==> src/rtl/fir_sample_bridge.sv <==
`default_nettype none
//==============================================================================
// Module   : fir_sample_bridge
// Desc     : Frame-based bridge between a streaming sample source/sink and a
//            strobe-driven FIR core. Buffers input samples, feeds a frame of
//            FRAME_LEN samples followed by FLUSH_LEN zeros on FIR request
//            strobes, and captures the first FRAME_LEN FIR results into an
//            output FIFO. Sticky flags report input underrun and result
//            overflow.
// Revision : 1.0 - initial release
//==============================================================================
module fir_sample_bridge #(
    parameter int DATA_WIDTH = 16,
    parameter int IN_DEPTH   = 8,
    parameter int OUT_DEPTH  = 8,
    parameter int FRAME_LEN  = 64,
    parameter int FLUSH_LEN  = 16
) (
    input  logic                  clk,
    input  logic                  rst,
    input  logic                  start,
    input  logic [DATA_WIDTH-1:0] s_data,
    input  logic                  s_valid,
    output logic                  s_ready,
    output logic                  fir_en,
    input  logic                  fir_sample_in,
    output logic [DATA_WIDTH-1:0] fir_din,
    input  logic                  fir_sample_out,
    input  logic [DATA_WIDTH-1:0] fir_dout,
    output logic [DATA_WIDTH-1:0] m_data,
    output logic                  m_valid,
    input  logic                  m_ready,
    output logic                  busy,
    output logic                  done,
    output logic                  underrun,
    output logic                  overflow
);

    // Pointer widths; depths are powers of two (>= 2) so pointers wrap naturally.
    localparam int c_IN_AW    = (IN_DEPTH  > 1) ? $clog2(IN_DEPTH)  : 1;
    localparam int c_OUT_AW   = (OUT_DEPTH > 1) ? $clog2(OUT_DEPTH) : 1;
    localparam int c_SENT_MAX = (FRAME_LEN > FLUSH_LEN) ? FRAME_LEN : FLUSH_LEN;
    localparam int c_SENT_W   = $clog2(c_SENT_MAX + 1);
    localparam int c_CAP_W    = $clog2(FRAME_LEN + 1);

    localparam logic [c_IN_AW:0]    c_IN_FULL    = (c_IN_AW + 1)'(IN_DEPTH);
    localparam logic [c_OUT_AW:0]   c_OUT_FULL   = (c_OUT_AW + 1)'(OUT_DEPTH);
    localparam logic [c_SENT_W-1:0] c_FEED_LAST  = c_SENT_W'(FRAME_LEN - 1);
    localparam logic [c_SENT_W-1:0] c_FLUSH_LAST = c_SENT_W'(FLUSH_LEN - 1);
    localparam logic [c_CAP_W-1:0]  c_CAP_TOTAL  = c_CAP_W'(FRAME_LEN);

    typedef enum logic [2:0] {
        ST_IDLE  = 3'd0,
        ST_FEED  = 3'd1,
        ST_FLUSH = 3'd2,
        ST_DRAIN = 3'd3,
        ST_DONE  = 3'd4
    } state_t;

    state_t                  state_q, state_d;

    logic [DATA_WIDTH-1:0]   in_mem_q [IN_DEPTH];
    logic [DATA_WIDTH-1:0]   in_mem_d [IN_DEPTH];
    logic [c_IN_AW-1:0]      in_wr_q, in_wr_d;
    logic [c_IN_AW-1:0]      in_rd_q, in_rd_d;
    logic [c_IN_AW:0]        in_cnt_q, in_cnt_d;

    logic [DATA_WIDTH-1:0]   out_mem_q [OUT_DEPTH];
    logic [DATA_WIDTH-1:0]   out_mem_d [OUT_DEPTH];
    logic [c_OUT_AW-1:0]     out_wr_q, out_wr_d;
    logic [c_OUT_AW-1:0]     out_rd_q, out_rd_d;
    logic [c_OUT_AW:0]       out_cnt_q, out_cnt_d;

    logic [c_SENT_W-1:0]     sent_q, sent_d;
    logic [c_CAP_W-1:0]      cap_q, cap_d;
    logic [DATA_WIDTH-1:0]   fir_din_q, fir_din_d;
    logic                    underrun_q, underrun_d;
    logic                    overflow_q, overflow_d;

    logic                    w_in_full;
    logic                    w_in_empty;
    logic                    w_in_push;
    logic                    w_in_pop;
    logic                    w_out_full;
    logic                    w_out_push;
    logic                    w_out_pop;
    logic                    w_cap_window;

    // Status decode; s_ready is based on the pre-pop occupancy.
    assign w_in_full    = (in_cnt_q == c_IN_FULL);
    assign w_in_empty   = (in_cnt_q == '0);
    assign w_in_push    = s_valid && !w_in_full;
    assign w_out_full   = (out_cnt_q == c_OUT_FULL);
    assign w_out_pop    = (out_cnt_q != '0) && m_ready;
    assign w_cap_window = (state_q == ST_FEED) || (state_q == ST_FLUSH) ||
                          (state_q == ST_DRAIN);

    assign s_ready  = !w_in_full;
    assign fir_en   = (state_q == ST_FEED) || (state_q == ST_FLUSH);
    assign fir_din  = fir_din_q;
    assign m_data   = out_mem_q[out_rd_q];
    assign m_valid  = (out_cnt_q != '0);
    assign busy     = (state_q != ST_IDLE);
    assign done     = (state_q == ST_DONE);
    assign underrun = underrun_q;
    assign overflow = overflow_q;

    // Frame sequencing: next state, FIR feed data, counters, sticky flags.
    always_comb begin
        state_d    = state_q;
        sent_d     = sent_q;
        cap_d      = cap_q;
        fir_din_d  = fir_din_q;
        underrun_d = underrun_q;
        overflow_d = overflow_q;
        w_in_pop   = 1'b0;
        w_out_push = 1'b0;

        case (state_q)
            ST_IDLE: begin
                fir_din_d = '0;
                if (start) begin
                    state_d    = ST_FEED;
                    sent_d     = '0;
                    cap_d      = '0;
                    underrun_d = 1'b0;
                    overflow_d = 1'b0;
                end
            end
            ST_FEED: begin
                if (fir_sample_in) begin
                    sent_d = sent_q + c_SENT_W'(1);
                    if (w_in_empty) begin
                        // Slot is consumed with a zero; it is never retried.
                        fir_din_d  = '0;
                        underrun_d = 1'b1;
                    end else begin
                        fir_din_d = in_mem_q[in_rd_q];
                        w_in_pop  = 1'b1;
                    end
                    if (sent_q == c_FEED_LAST) begin
                        state_d = ST_FLUSH;
                        sent_d  = '0;
                    end
                end
            end
            ST_FLUSH: begin
                if (fir_sample_in) begin
                    fir_din_d = '0;
                    sent_d    = sent_q + c_SENT_W'(1);
                    if (sent_q == c_FLUSH_LAST) begin
                        state_d = ST_DRAIN;
                        sent_d  = '0;
                    end
                end
            end
            ST_DRAIN: begin
                fir_din_d = '0;
                if (cap_q == c_CAP_TOTAL) begin
                    state_d = ST_DONE;
                end
            end
            ST_DONE: begin
                fir_din_d = '0;
                state_d   = ST_IDLE;
            end
            default: begin
                fir_din_d = '0;
                state_d   = ST_IDLE;
            end
        endcase

        // Only the first FRAME_LEN results of a frame are kept; a full output
        // FIFO with no pop this cycle drops the result but still counts it.
        if (w_cap_window && fir_sample_out && (cap_q < c_CAP_TOTAL)) begin
            cap_d = cap_q + c_CAP_W'(1);
            if (w_out_full && !w_out_pop) begin
                overflow_d = 1'b1;
            end else begin
                w_out_push = 1'b1;
            end
        end
    end

    // Input FIFO next-state: write at tail, read at head, occupancy count.
    always_comb begin
        in_mem_d = in_mem_q;
        in_wr_d  = in_wr_q;
        in_rd_d  = in_rd_q;
        in_cnt_d = in_cnt_q;
        if (w_in_push) begin
            in_mem_d[in_wr_q] = s_data;
            in_wr_d           = in_wr_q + c_IN_AW'(1);
        end
        if (w_in_pop) begin
            in_rd_d = in_rd_q + c_IN_AW'(1);
        end
        case ({w_in_push, w_in_pop})
            2'b10:   in_cnt_d = in_cnt_q + (c_IN_AW + 1)'(1);
            2'b01:   in_cnt_d = in_cnt_q - (c_IN_AW + 1)'(1);
            default: in_cnt_d = in_cnt_q;
        endcase
    end

    // Output FIFO next-state; a push on a full FIFO with a same-cycle pop
    // overwrites the slot being read out, which is safe since m_data is read
    // combinationally before the edge.
    always_comb begin
        out_mem_d = out_mem_q;
        out_wr_d  = out_wr_q;
        out_rd_d  = out_rd_q;
        out_cnt_d = out_cnt_q;
        if (w_out_push) begin
            out_mem_d[out_wr_q] = fir_dout;
            out_wr_d            = out_wr_q + c_OUT_AW'(1);
        end
        if (w_out_pop) begin
            out_rd_d = out_rd_q + c_OUT_AW'(1);
        end
        case ({w_out_push, w_out_pop})
            2'b10:   out_cnt_d = out_cnt_q + (c_OUT_AW + 1)'(1);
            2'b01:   out_cnt_d = out_cnt_q - (c_OUT_AW + 1)'(1);
            default: out_cnt_d = out_cnt_q;
        endcase
    end

    // Control and pointer registers with synchronous active-low reset.
    always_ff @(posedge clk) begin
        if (!rst) begin
            state_q    <= ST_IDLE;
            in_wr_q    <= '0;
            in_rd_q    <= '0;
            in_cnt_q   <= '0;
            out_wr_q   <= '0;
            out_rd_q   <= '0;
            out_cnt_q  <= '0;
            sent_q     <= '0;
            cap_q      <= '0;
            fir_din_q  <= '0;
            underrun_q <= 1'b0;
            overflow_q <= 1'b0;
        end else begin
            state_q    <= state_d;
            in_wr_q    <= in_wr_d;
            in_rd_q    <= in_rd_d;
            in_cnt_q   <= in_cnt_d;
            out_wr_q   <= out_wr_d;
            out_rd_q   <= out_rd_d;
            out_cnt_q  <= out_cnt_d;
            sent_q     <= sent_d;
            cap_q      <= cap_d;
            fir_din_q  <= fir_din_d;
            underrun_q <= underrun_d;
            overflow_q <= overflow_d;
        end
    end

    // FIFO storage; contents are don't-care while the counts read empty.
    always_ff @(posedge clk) begin
        in_mem_q  <= in_mem_d;
        out_mem_q <= out_mem_d;
    end

endmodule
`default_nettype wire
==> config.mk <==
export PLATFORM = sky130hd
export DESIGN_NAME = fir_sample_bridge
export DESIGN_NICKNAME = d
export VERILOG_FILES = /design/src/rtl/fir_sample_bridge.sv
export SDC_FILE = /design/constraint.sdc
export NUM_CORES = 1
export LEC_CHECK = 0
export BUFFER_PORTS_ARGS = -buffer_cell sky130_fd_sc_hd__buf_4
export CAP_MARGIN = 5
export CORE_ASPECT_RATIO = 1.1
export CORE_MARGIN = 3
export CORE_UTILIZATION = 50
export DETAILED_ROUTE_END_ITERATION = 6
export PLACE_DENSITY_LB_ADDON = 0.25
export SYNTH_ARGS = -nofsm -noshare
export SYNTH_HDL_FRONTEND = slang
export SYNTH_SLANG_ARGS = --single-unit
==> constraint.sdc <==
create_clock -name clk -period 3.7 [get_ports clk]
set_input_delay 0.925 -clock clk [delete_from_list [all_inputs] [get_ports clk]]
set_output_delay 0.925 -clock clk [all_outputs]
set_load 0.01 [all_outputs]
==> results by group, run 1 <==
Worst setup path
  • Reg-to-Reg Start: state_q[0]
  • Critical path origin: out_rd_q[1]
  • Crit-path cells: buf_4 > mux4_2 > mux2_2 > buf_4
  • Crit path top cell by count: buf_4
  • CP Buf/Inv Count: 2
  • CP max-delay cell: buf_4
  • Endpoint class of the critical path: output pin
  • CP top delay family: multiplexers
  • CP Data Arrival Time: 2.27 ns
  • Crit path kind: flop to output pin
  • CP startpoint kind: flop
  • CP required: 2.77 ns
  • CP max FO: 30
  • Max stage delay on crit path: 0.44 ns

CTS
  • H-tree levels: 1
  • CTS buffer count: 30
  • # resized after CTS: 0
  • Post-CTS Hold Buffers: 0
  • Worst-path clk slew: 0.06 ns
  • Total clock sinks: 311
  • Clock Latency Late Sink: 0.56 ns
  • Post-CTS setup buffers: 0
  • CTS tree: done
  • Longest Clk Path Bufs: 3
  • Clock root cell: clkbuf_16

STA
  • Final worst-path cycle share: 0.864
  • Relative slew slack: 0.414
  • Min Tclk post-route: 3.20 ns
  • Setup TNS: 0 ns
  • Slew of the pin with the lowest slew margin: 0.878 ns
  • Worst hold slack: 0.456 ns
  • RSZ-0062 raised after global routing: no
  • Final setup fails: 0
  • Hold Violations, Final: 0
  • Clk_skew: 0.0124 ns
  • Max Slew Vio Count: 0
  • FMAX: 313 MHz

Yosys
  • Sequential area share after synthesis: 0.716
  • Synth top area share: 0.626
  • Top post-synthesis cells by area: edfxtp_1 63%, mux4_2 12%, dfxtp_1 9.0%
  • Syn avg cell area: 17.5 um^2
  • Mapped Cells: 702
  • Unique masters post-synth: 49
  • Async SR Flop Fraction: 0
  • Warnings from Yosys: 0
  • Leading area contributor after synthesis: edfxtp_1
  • Synth Cell Area: 0.0123 mm^2
  • Yosys reg bits: 311
  • Count of flip-flops with a built-in enable after synthesis: 256
  • Post-synth top flop: edfxtp_1
  • Mapped Nets: 755

Detailed routing
  • Routed wl met3: 1260 um
  • M1 WL: 9570 um
  • ANT nets after route: 0
  • Starting DRT DRC Count: 456
  • Highest metal used: met4
  • Met2 WL post-DR: 12700 um
  • Residual DRC: 0
  • Routed WL: 23900 um
  • Post-DR wirelength/cell: 21.2 um
  • DR pass1 iterations: 5
  • Via/cell ratio: 5.71
  • DR vias: 6450

Global routing
  • Total global-route track usage: 0.183
  • Congestion Overflow GR: 0
  • Vias in the first global route: 6785
  • Initial antenna violation count: 0
  • Largest net degree at the start of global routing: 35
  • First-pass GRT wire length: 37800 um

Finish
  • Most frequent cells in the layout: 256 x edfxtp_1, 100 x buf_4, 64 x mux4_2
  • Nets: 854
  • Commonest non-fill, non-tap cell in the layout: edfxtp_1
  • Proportion of layout cells with a drive suffix above 1: 0.305
  • Synth-to-layout area growth: 16.9%
  • Layout Cells excl Fill: 1129
  • Area of the multi-input gates: 0.00335 mm^2
  • # fillers: 1781
  • ANT cells: 0
  • Seq. cell area: 0.00879 mm^2

Floorplanning
  • Num rows: 59
  • Height of the die: 170 um
  • Die Area: 0.0265 mm^2
  • IO Pins: 78
  • Chip Width: 155 um
  • Starting Density: 0.513
  • CORE AREA: 0.0239 mm^2

Placed design
  • Gpl congestion: 0.781
  • I/O Buffers: 77
  • DP Wirelength: 14100 um
  • Placed Cells: 1074

Hold path
  • Hold Startpoint: fir_din[10]
  • Tightest Hold Check Type: flop to flop

Power
  • Pwr dens: 568 mW/mm^2
  • Leakage: 4.76 nW
  • Peak supply drop: 0.423 mV

Job
  • Total of max-cap violations: 0

Run status
  • Status: completed
==> routing by layer <==
| metal | vias up | GRT usage |
|---|---|---|
| met2 | 152 | 0.331 |
| met4 | 0 | 0.0419 |
| met3 | 28 | 0.0328 |
| met1 | 3316 | 0.231 |
| li1 | 2954 | - |
| met5 | - | 0 |
==> final cells by class <==
| type | instances | share of cell area |
|---|---|---|
| clock buffer | 36 | 0.0567 |
| tap | 305 | 0.0266 |
| timing repair buffer | 101 | 0.0537 |
| multi-input combinational | 348 | 0.233 |
| inverter | 9 | 0.00235 |
| clock inverter | 19 | 0.0145 |
| sequential | 311 | 0.613 |
==> worst paths after layout <==
path	endpoint	slack, ns	cells past startpoint
worst max-delay path	m_data[1]	0.50	4
worst min register to register	fir_din[10]	0.46	2
worst max register to register	out_cnt_q[2]	1.03	10
worst min-delay path	fir_din[10]	0.46	2
==> metrics by stage <==
stage          cell area, um^2  utilization  power, mW  setup WS, ns
2_1_floorplan            12300            -       4.77         0.279
3_3_place_gp             13300        0.557       5.09         0.771
3_5_place_dp             13300        0.557       5.14         0.619
4_1_cts                  14300        0.600       8.24         0.462
5_1_grt                  14300        0.600       8.47         0.410
6_report                 14300        0.600       8.14         0.504
==> report_power, final <==
part	internal (mW)	switching, mW
Sequential	3.89	0.0767
Combinational	0.561	0.526
Clock	1.84	1.25
==> sequential cells by signal, indices dropped and copies added, names as in the netlist <==
signal,count
in_rd_q,3
state_q,3
underrun,1
out_cnt_q,4
overflow,1
sent_q,7
cap_q,7
in_mem_q,128
in_cnt_q,4
fir_din,16
in_wr_q,3
out_mem_q,128
out_wr_q,3
out_rd_q,3
==> tightest hold or removal path, stage by stage (launching register included) <==
cell,delay [ns]
dfxtp_1,0.31
nand2_1,0.05
o21ai_1,0.05
==> logic make-up (layout without fill, tap and decap cells) <==
group / after synthesis / count (layout) / share of synthesized area
AND/OR/NAND/NOR: 151 / 151 / 0.0607
multiplexers: 100 / 100 / 0.149
XOR/XNOR: 15 / 15 / 0.0107
AO/OA/AOI/OAI: 68 / 68 / 0.0324
buffers and inverters: 43 / 165 / 0.0164
flip-flops: 311 / 311 / 0.716
adder cells (fa/ha/maj): 14 / 14 / 0.0149
==> synthesized netlist by cell type, types with 3 or more instances <==
master	count
edfxtp_1	256
mux4_2	64
dfxtp_1	55
nand2_1	41
nor2_1	41
a21oi_1	27
mux2i_1	19
clkbuf_1	16
mux2_2	16
o21ai_0	16
buf_2	14
nand3_1	14
ha_1	13
nor3_1	12
o21ai_1	12
xor2_1	12
inv_1	9
nand2b_1	7
nand3b_1	5
or3_1	5
and2_1	4
buf_6	3
nand4_1	3
nor3b_1	3
nor4_1	3
nor4b_1	3
xnor2_1	3
Note: power is estimated with default switching activity, not from simulation.
==> inputs of run 2 (changes only) <==
--- a/config.mk
+++ b/config.mk
@@ -8,7 +8,7 @@
 export BUFFER_PORTS_ARGS = -buffer_cell sky130_fd_sc_hd__buf_4
 export CAP_MARGIN = 5
 export CORE_ASPECT_RATIO = 1.1
-export CORE_MARGIN = 3
+export CORE_MARGIN = 10
 export CORE_UTILIZATION = 50
 export DETAILED_ROUTE_END_ITERATION = 6
 export PLACE_DENSITY_LB_ADDON = 0.25
==> results by group, run 2 (synthesized netlist as in run 1, its figures left out) <==
Run status
  • Status: completed

Worst setup path
  • Reg-to-Reg Start: state_q[0]
  • CP max FO: 32 (+6.7%)
  • Endpoint class of the critical path: output pin
  • CP Data Arrival Time: 2.18 ns (-0.09 ns)
  • Critical path origin: out_rd_q[0]
  • CP startpoint kind: flop
  • R2r setup slk: 0.81 ns (-0.22 ns)
  • Reg2reg path depth: 10 (unchanged)
  • Crit path kind: flop to output pin
  • R2r endpoint: out_cnt_q[2]
  • CP required: 2.77 ns (about the same)

CTS
  • H-tree levels: 1 (unchanged)
  • CTS tree: done
  • Post-CTS setup buffers: 0 (unchanged)
  • Longest Clk Path Bufs: 3 (unchanged)
  • Clock root cell: clkbuf_16
  • # resized after CTS: 0 (unchanged)
  • Clock Latency Late Sink: 0.55 ns (about the same)
  • Total clock sinks: 311 (unchanged)
  • Worst-path clk slew: 0.06 ns (about the same)
  • Post-CTS Hold Buffers: 0 (unchanged)
  • CTS buffer count: 30 (unchanged)

Detailed routing
  • DR vias: 6432 (-0.28%)
  • Starting DRT DRC Count: 552 (+21%)
  • Post-DR wirelength/cell: 21.3 um (+0.71%)
  • Residual DRC: 0 (unchanged)
  • Routed WL: 24400 um (+1.9%)
  • Via/cell ratio: 5.63 (-1.4%)
  • ANT nets after route: 0 (unchanged)
  • DR pass1 iterations: 5 (unchanged)

Floorplanning
  • Die Area: 0.0312 mm^2 (+18%)
  • CORE AREA: 0.0243 mm^2 (+1.7%)
  • Starting Density: 0.505 (-0.00855)
  • Height of the die: 184 um (+8.2%)
  • IO Pins: 78 (unchanged)
  • Chip Width: 169 um (+9.0%)
  • Num rows: 60 (+1.7%)

STA
  • Min Tclk post-route: 3.11 ns (-0.0858 ns)
  • RSZ-0062 raised after global routing: no
  • Setup TNS: 0 ns (unchanged)
  • Hold Violations, Final: 0 (unchanged)
  • Slew of the pin with the lowest slew margin: 0.949 ns (+0.0710 ns)
  • Clk_skew: 0.0198 ns (+0.00740 ns)
  • Relative slew slack: 0.365 (-0.0494)
  • Max Slew Vio Count: 0 (unchanged)
  • Final worst-path cycle share: 0.841 (-0.0232)
  • Final setup fails: 0 (unchanged)
  • FMAX: 322 MHz (+2.8%)

Finish
  • Nets: 860 (+0.70%)
  • Most frequent cells in the layout: 256 x edfxtp_1, 106 x buf_4, 64 x mux4_2
  • Finished Cell Area: 0.0144 mm^2 (+0.30%)
  • Commonest non-fill, non-tap cell in the layout: edfxtp_1
  • Synth-to-layout area growth: 17.2%
  • Proportion of layout cells with a drive suffix above 1: 0.315 (+0.0107)

Global routing
  • Total global-route track usage: 0.156 (-0.0268)
  • Congestion Overflow GR: 0 (unchanged)
  • Initial antenna violation count: 2 (+2)
  • Vias in the first global route: 6878 (+1.4%)
  • First-pass GRT wire length: 38200 um (+1.1%)
  • Largest net degree at the start of global routing: 35 (unchanged)

Job
  • Total of max-cap violations: 0 (unchanged)

Placed design
  • I/O Buffers: 77 (unchanged)
  • DP Area: 0.0134 mm^2 (+0.38%)
  • DP Wirelength: 15400 um (+9.5%)
  • Gpl congestion: 0.759 (-2.8%)

Hold path
  • Hold Startpoint: fir_din[5]
  • Tightest Hold Check Type: flop to flop
  • Worst hold path depth: 2 (unchanged)
  • Hold endpoint: fir_din[5]

Power
  • Pwr dens: 562 mW/mm^2 (-0.98%)
  • Leakage: 4.79 nW (+0.74%)
  • Peak supply drop: 0.375 mV (-11%)
==> run 2: cell types whose count changed in the layout (fill, tap and decap cells not counted) <==
cell	delta
clkbuf_1	+2
dfxtp_1	+1
clkinvlp_4	+1
bufinv_16	-1
inv_6	-1
clkbuf_8	+1
clkinv_4	-1
diode_2	+1
clkinv_2	+7
dfxtp_2	-1
clkinv_1	-7
buf_4	+6
==> run 2: how the worst max path moves through the flow <==
stage	cells after the start	end
final	4	m_data[6]
after floorplan	4	out_mem_q[112]
after CTS	4	m_data[6]
after global placement	10	out_cnt_q[2]
after detailed placement	10	out_cnt_q[2]
after global routing	4	m_data[5]
==> run 2: worst max-delay path, cell delays in order, from the launching register on <==
cell	delay, ns
dfxtp_2	0.37
buf_12	0.27
mux4_2	0.54
mux2_2	0.30
buf_4	0.15
==> run 2: stage by stage <==
| stage | power (mW) | setup slack (ns) | utilization | instances | hold WS, ns |
|---|---|---|---|---|---|
| 6_report | 8.09 | 0.590 | 0.592 | 1142 | 0.451 |
| 3_5_place_dp | 5.15 | 0.497 | 0.550 | 1085 | 0.446 |
| 2_1_floorplan | 4.77 | 0.279 | - | 702 | 0.449 |
| 3_3_place_gp | 5.10 | 0.647 | 0.550 | 1085 | 0.443 |
| 5_1_grt | 8.43 | 0.485 | 0.592 | 1141 | 0.481 |
| 4_1_cts | 8.18 | 0.547 | 0.592 | 1141 | 0.456 |
==> run 2: power breakdown <==
group | leakage [nW] | switching, mW | internal, mW
sequential | 2.76 | 0.0771 | 3.89
combinational | 1.53 | 0.530 | 0.563
clock | 0.503 | 1.23 | 1.80
==> run 2: per-layer routing <==
layer,vias to the layer above,wire [um],track usage
li1,2953,-,-
met1,3283,9440,0.183
met2,161,13200,0.287
met3,33,1290,0.0311
met4,2,400,0.0370
met5,-,20,0
==> run 2: layout make-up <==
type,count,area (um^2)
Sequential cell,311,8790
Multi-Input combinational cell,348,3350
Antenna cell,1,2.50
Fill cell,1839,9930
Clock buffer,39,835
Inverter,9,33.8
Clock inverter,17,176
Timing Repair Buffer,107,816
Tap cell,310,388
==> inputs of run 3 (changes only) <==
==> constraint.sdc (replaced) <==
create_clock -name clk -period 2.9 [get_ports clk]
set_input_delay 0.725 -clock clk [delete_from_list [all_inputs] [get_ports clk]]
set_output_delay 0.725 -clock clk [all_outputs]
set_load 0.01 [all_outputs]
==> results by group, run 3 (synthesized netlist as in run 1, its figures left out) <==
Global routing
  • First-pass GRT wire length: 38100 um (-0.29%)
  • GRT busiest layer: met2
  • Vias in the first global route: 6905 (+0.39%)
  • Congestion Overflow GR: 0 (unchanged)
  • GR Layer Usage met2: 0.280 (-0.00720)
  • Largest net degree at the start of global routing: 35 (unchanged)
  • Met1 usage in global routing: 0.181 (-0.00196)
  • Total global-route track usage: 0.158 (+0.00149)
  • Initial antenna violation count: 1 (-1)
  • M3 GR Usage: 0.0383 (+0.00724)

Worst setup path
  • CP endpoint: m_data[14]
  • Reg2reg path depth: 9 (-1)
  • Crit-path cells: buf_8 > mux4_2 > mux2_2 > buf_4
  • R2r endpoint: in_cnt_q[3]
  • CP max FO: 20 (-38%)
  • Crit path kind: flop to output pin
  • CP max-delay cell: mux4_2
  • Max stage delay on crit path: 0.55 ns (about the same)
  • CP Data Arrival Time: 2.09 ns (-0.09 ns)
  • CP startpoint kind: flop
  • Endpoint class of the critical path: output pin
  • CP top delay family: multiplexers
  • WP depth: 4 (unchanged)
  • Reg-to-Reg Start: in_cnt_q[3]
  • Critical path origin: out_rd_q[0]
  • CP required: 2.17 ns (-0.60 ns)
  • R2r setup slk: 0.38 ns (-0.43 ns)
  • CP Buf/Inv Count: 2 (unchanged)

STA
  • Hold Violations, Final: 0 (unchanged)
  • RSZ-0062 raised after global routing: no
  • Relative slew slack: 0.425 (+0.0597)
  • Max Slew Vio Count: 0 (unchanged)
  • Worst hold slack: 0.449 ns (-0.00265 ns)
  • FMAX: 355 MHz
  • Clk_skew: 0.0197 ns (-0.000104 ns)
  • Final setup fails: 0 (unchanged)
  • Final worst-path cycle share: 0.970
  • Min Tclk post-route: 2.81 ns
  • Slew of the pin with the lowest slew margin: 0.863 ns (-0.0865 ns)

Finish
  • Commonest non-fill, non-tap cell in the layout: edfxtp_1
  • Nets: 865 (+0.58%)
  • ANT cells: 0 (-1)
  • Core Util, Final: 0.595 (+0.00309)
  • # fillers: 1812 (-1.5%)
  • Finished Cell Area: 0.0145 mm^2 (+0.52%)
  • Most frequent cells in the layout: 256 x edfxtp_1, 104 x buf_4, 64 x mux4_2
  • Proportion of layout cells with a drive suffix above 1: 0.303 (-0.0123)
  • Synth-to-layout area growth: 17.9%

Floorplanning
  • Starting Density: 0.505 (unchanged)
  • Die Area: 0.0312 mm^2 (unchanged)
  • Chip Width: 169 um (unchanged)
  • Height of the die: 184 um (unchanged)
  • CORE AREA: 0.0243 mm^2 (unchanged)
  • Num rows: 60 (unchanged)
  • IO Pins: 78 (unchanged)

Placed design
  • Gpl congestion: 0.826 (+8.8%)
  • DP Wirelength: 15000 um (-3.0%)
  • I/O Buffers: 77 (unchanged)
  • DP Area: 0.0134 mm^2 (+0.35%)

CTS
  • Post-CTS setup buffers: 0 (unchanged)
  • H-tree levels: 2 (+1)
  • Clock root cell: clkbuf_16
  • Post-CTS Hold Buffers: 0 (unchanged)
  • Clock Latency Late Sink: 0.51 ns (-0.04 ns)
  • Worst-path clk slew: 0.06 ns (about the same)
  • CTS buffer count: 34 (+13%)
  • Longest Clk Path Bufs: 3 (unchanged)
  • Total clock sinks: 311 (unchanged)
  • CTS tree: done

Hold path
  • Tightest Hold Check Type: input pin to flop

Detailed routing
  • Routed WL: 24400 um (+0.28%)
  • Starting DRT DRC Count: 494 (-11%)
  • ANT nets after route: 0 (unchanged)
  • Post-DR wirelength/cell: 21.3 um (about the same)
  • DR vias: 6528 (+1.5%)
  • Residual DRC: 0 (unchanged)
  • Via/cell ratio: 5.70 (+1.2%)
  • DR pass1 iterations: 5 (unchanged)

Job
  • Total of max-cap violations: 0 (unchanged)

Run status
  • Status: completed

Power
  • Pwr dens: 722 mW/mm^2 (+28%)
  • Leakage: 4.80 nW (+0.17%)
  • Overall power: 10.4 mW (+29%)
  • Peak supply drop: 0.501 mV (+33%)
-- run 3: cell types whose count changed in the layout (fill, tap and decap cells not counted), moves of 2 or more --
cell,delta
clkbuf_1,+6
buf_4,-2
nor4b_2,-2
clkbuf_16,+5
clkbuf_8,-5
clkinv_1,+7
nor4b_4,+2
clkinv_2,-8
-- run 3: repair_timing --
item,4_1_cts,5_1_grt
hold endpoints to repair,0,0
resized for setup,1,2
endpoints found under the setup margin,10,13
-- run 3: power by group --
group | internal, mW | total, mW | switching [mW]
logic | 0.734 | 1.41 | 0.678
clock network | 2.39 | 3.97 | 1.59
registers | 4.96 | 5.06 | 0.0959
total | 8.08 | 10.4 | 2.36
-- run 3: cell type report --
type                            count  area (um^2)  area share
Clock inverter                     14          118     0.00813
Multi-Input combinational cell    348         3370       0.233
Tap cell                          310          388      0.0268
Timing Repair Buffer              108          847      0.0586
Inverter                            9         33.8     0.00234
Clock buffer                       45          913      0.0631
Sequential cell                   311         8790       0.608
-- run 3: worst min-delay path by stage --
stage	from	end	slack, ns	cells past startpoint
6_report	s_data[13]	in_mem_q[13]	0.45	1
5_1_grt	s_data[9]	in_mem_q[9]	0.44	1
4_1_cts	s_data[13]	in_mem_q[13]	0.43	1
3_5_place_dp	fir_din[6]	fir_din[6]	0.45	2
3_3_place_gp	fir_din[5]	fir_din[5]	0.44	2
2_1_floorplan	sent_q[1]	sent_q[1]	0.45	2
-- run 3: routing by layer --
layer  vias up  part of all wire
met5         -                 0
met4         0             0.028
met3        55             0.053
met2       169              0.53
met1      3332              0.38
li1       2972                 -
-- run 3: metrics by stage --
stage,worst slack [ns],TNS [ns],std cells
2_1_floorplan,-0.00533,-0.0853,702
3_3_place_gp,0.364,0,1086
3_5_place_dp,0.226,0,1086
4_1_cts,0.0283,0,1145
5_1_grt,0.00132,0,1145
6_report,0.0857,0,1145
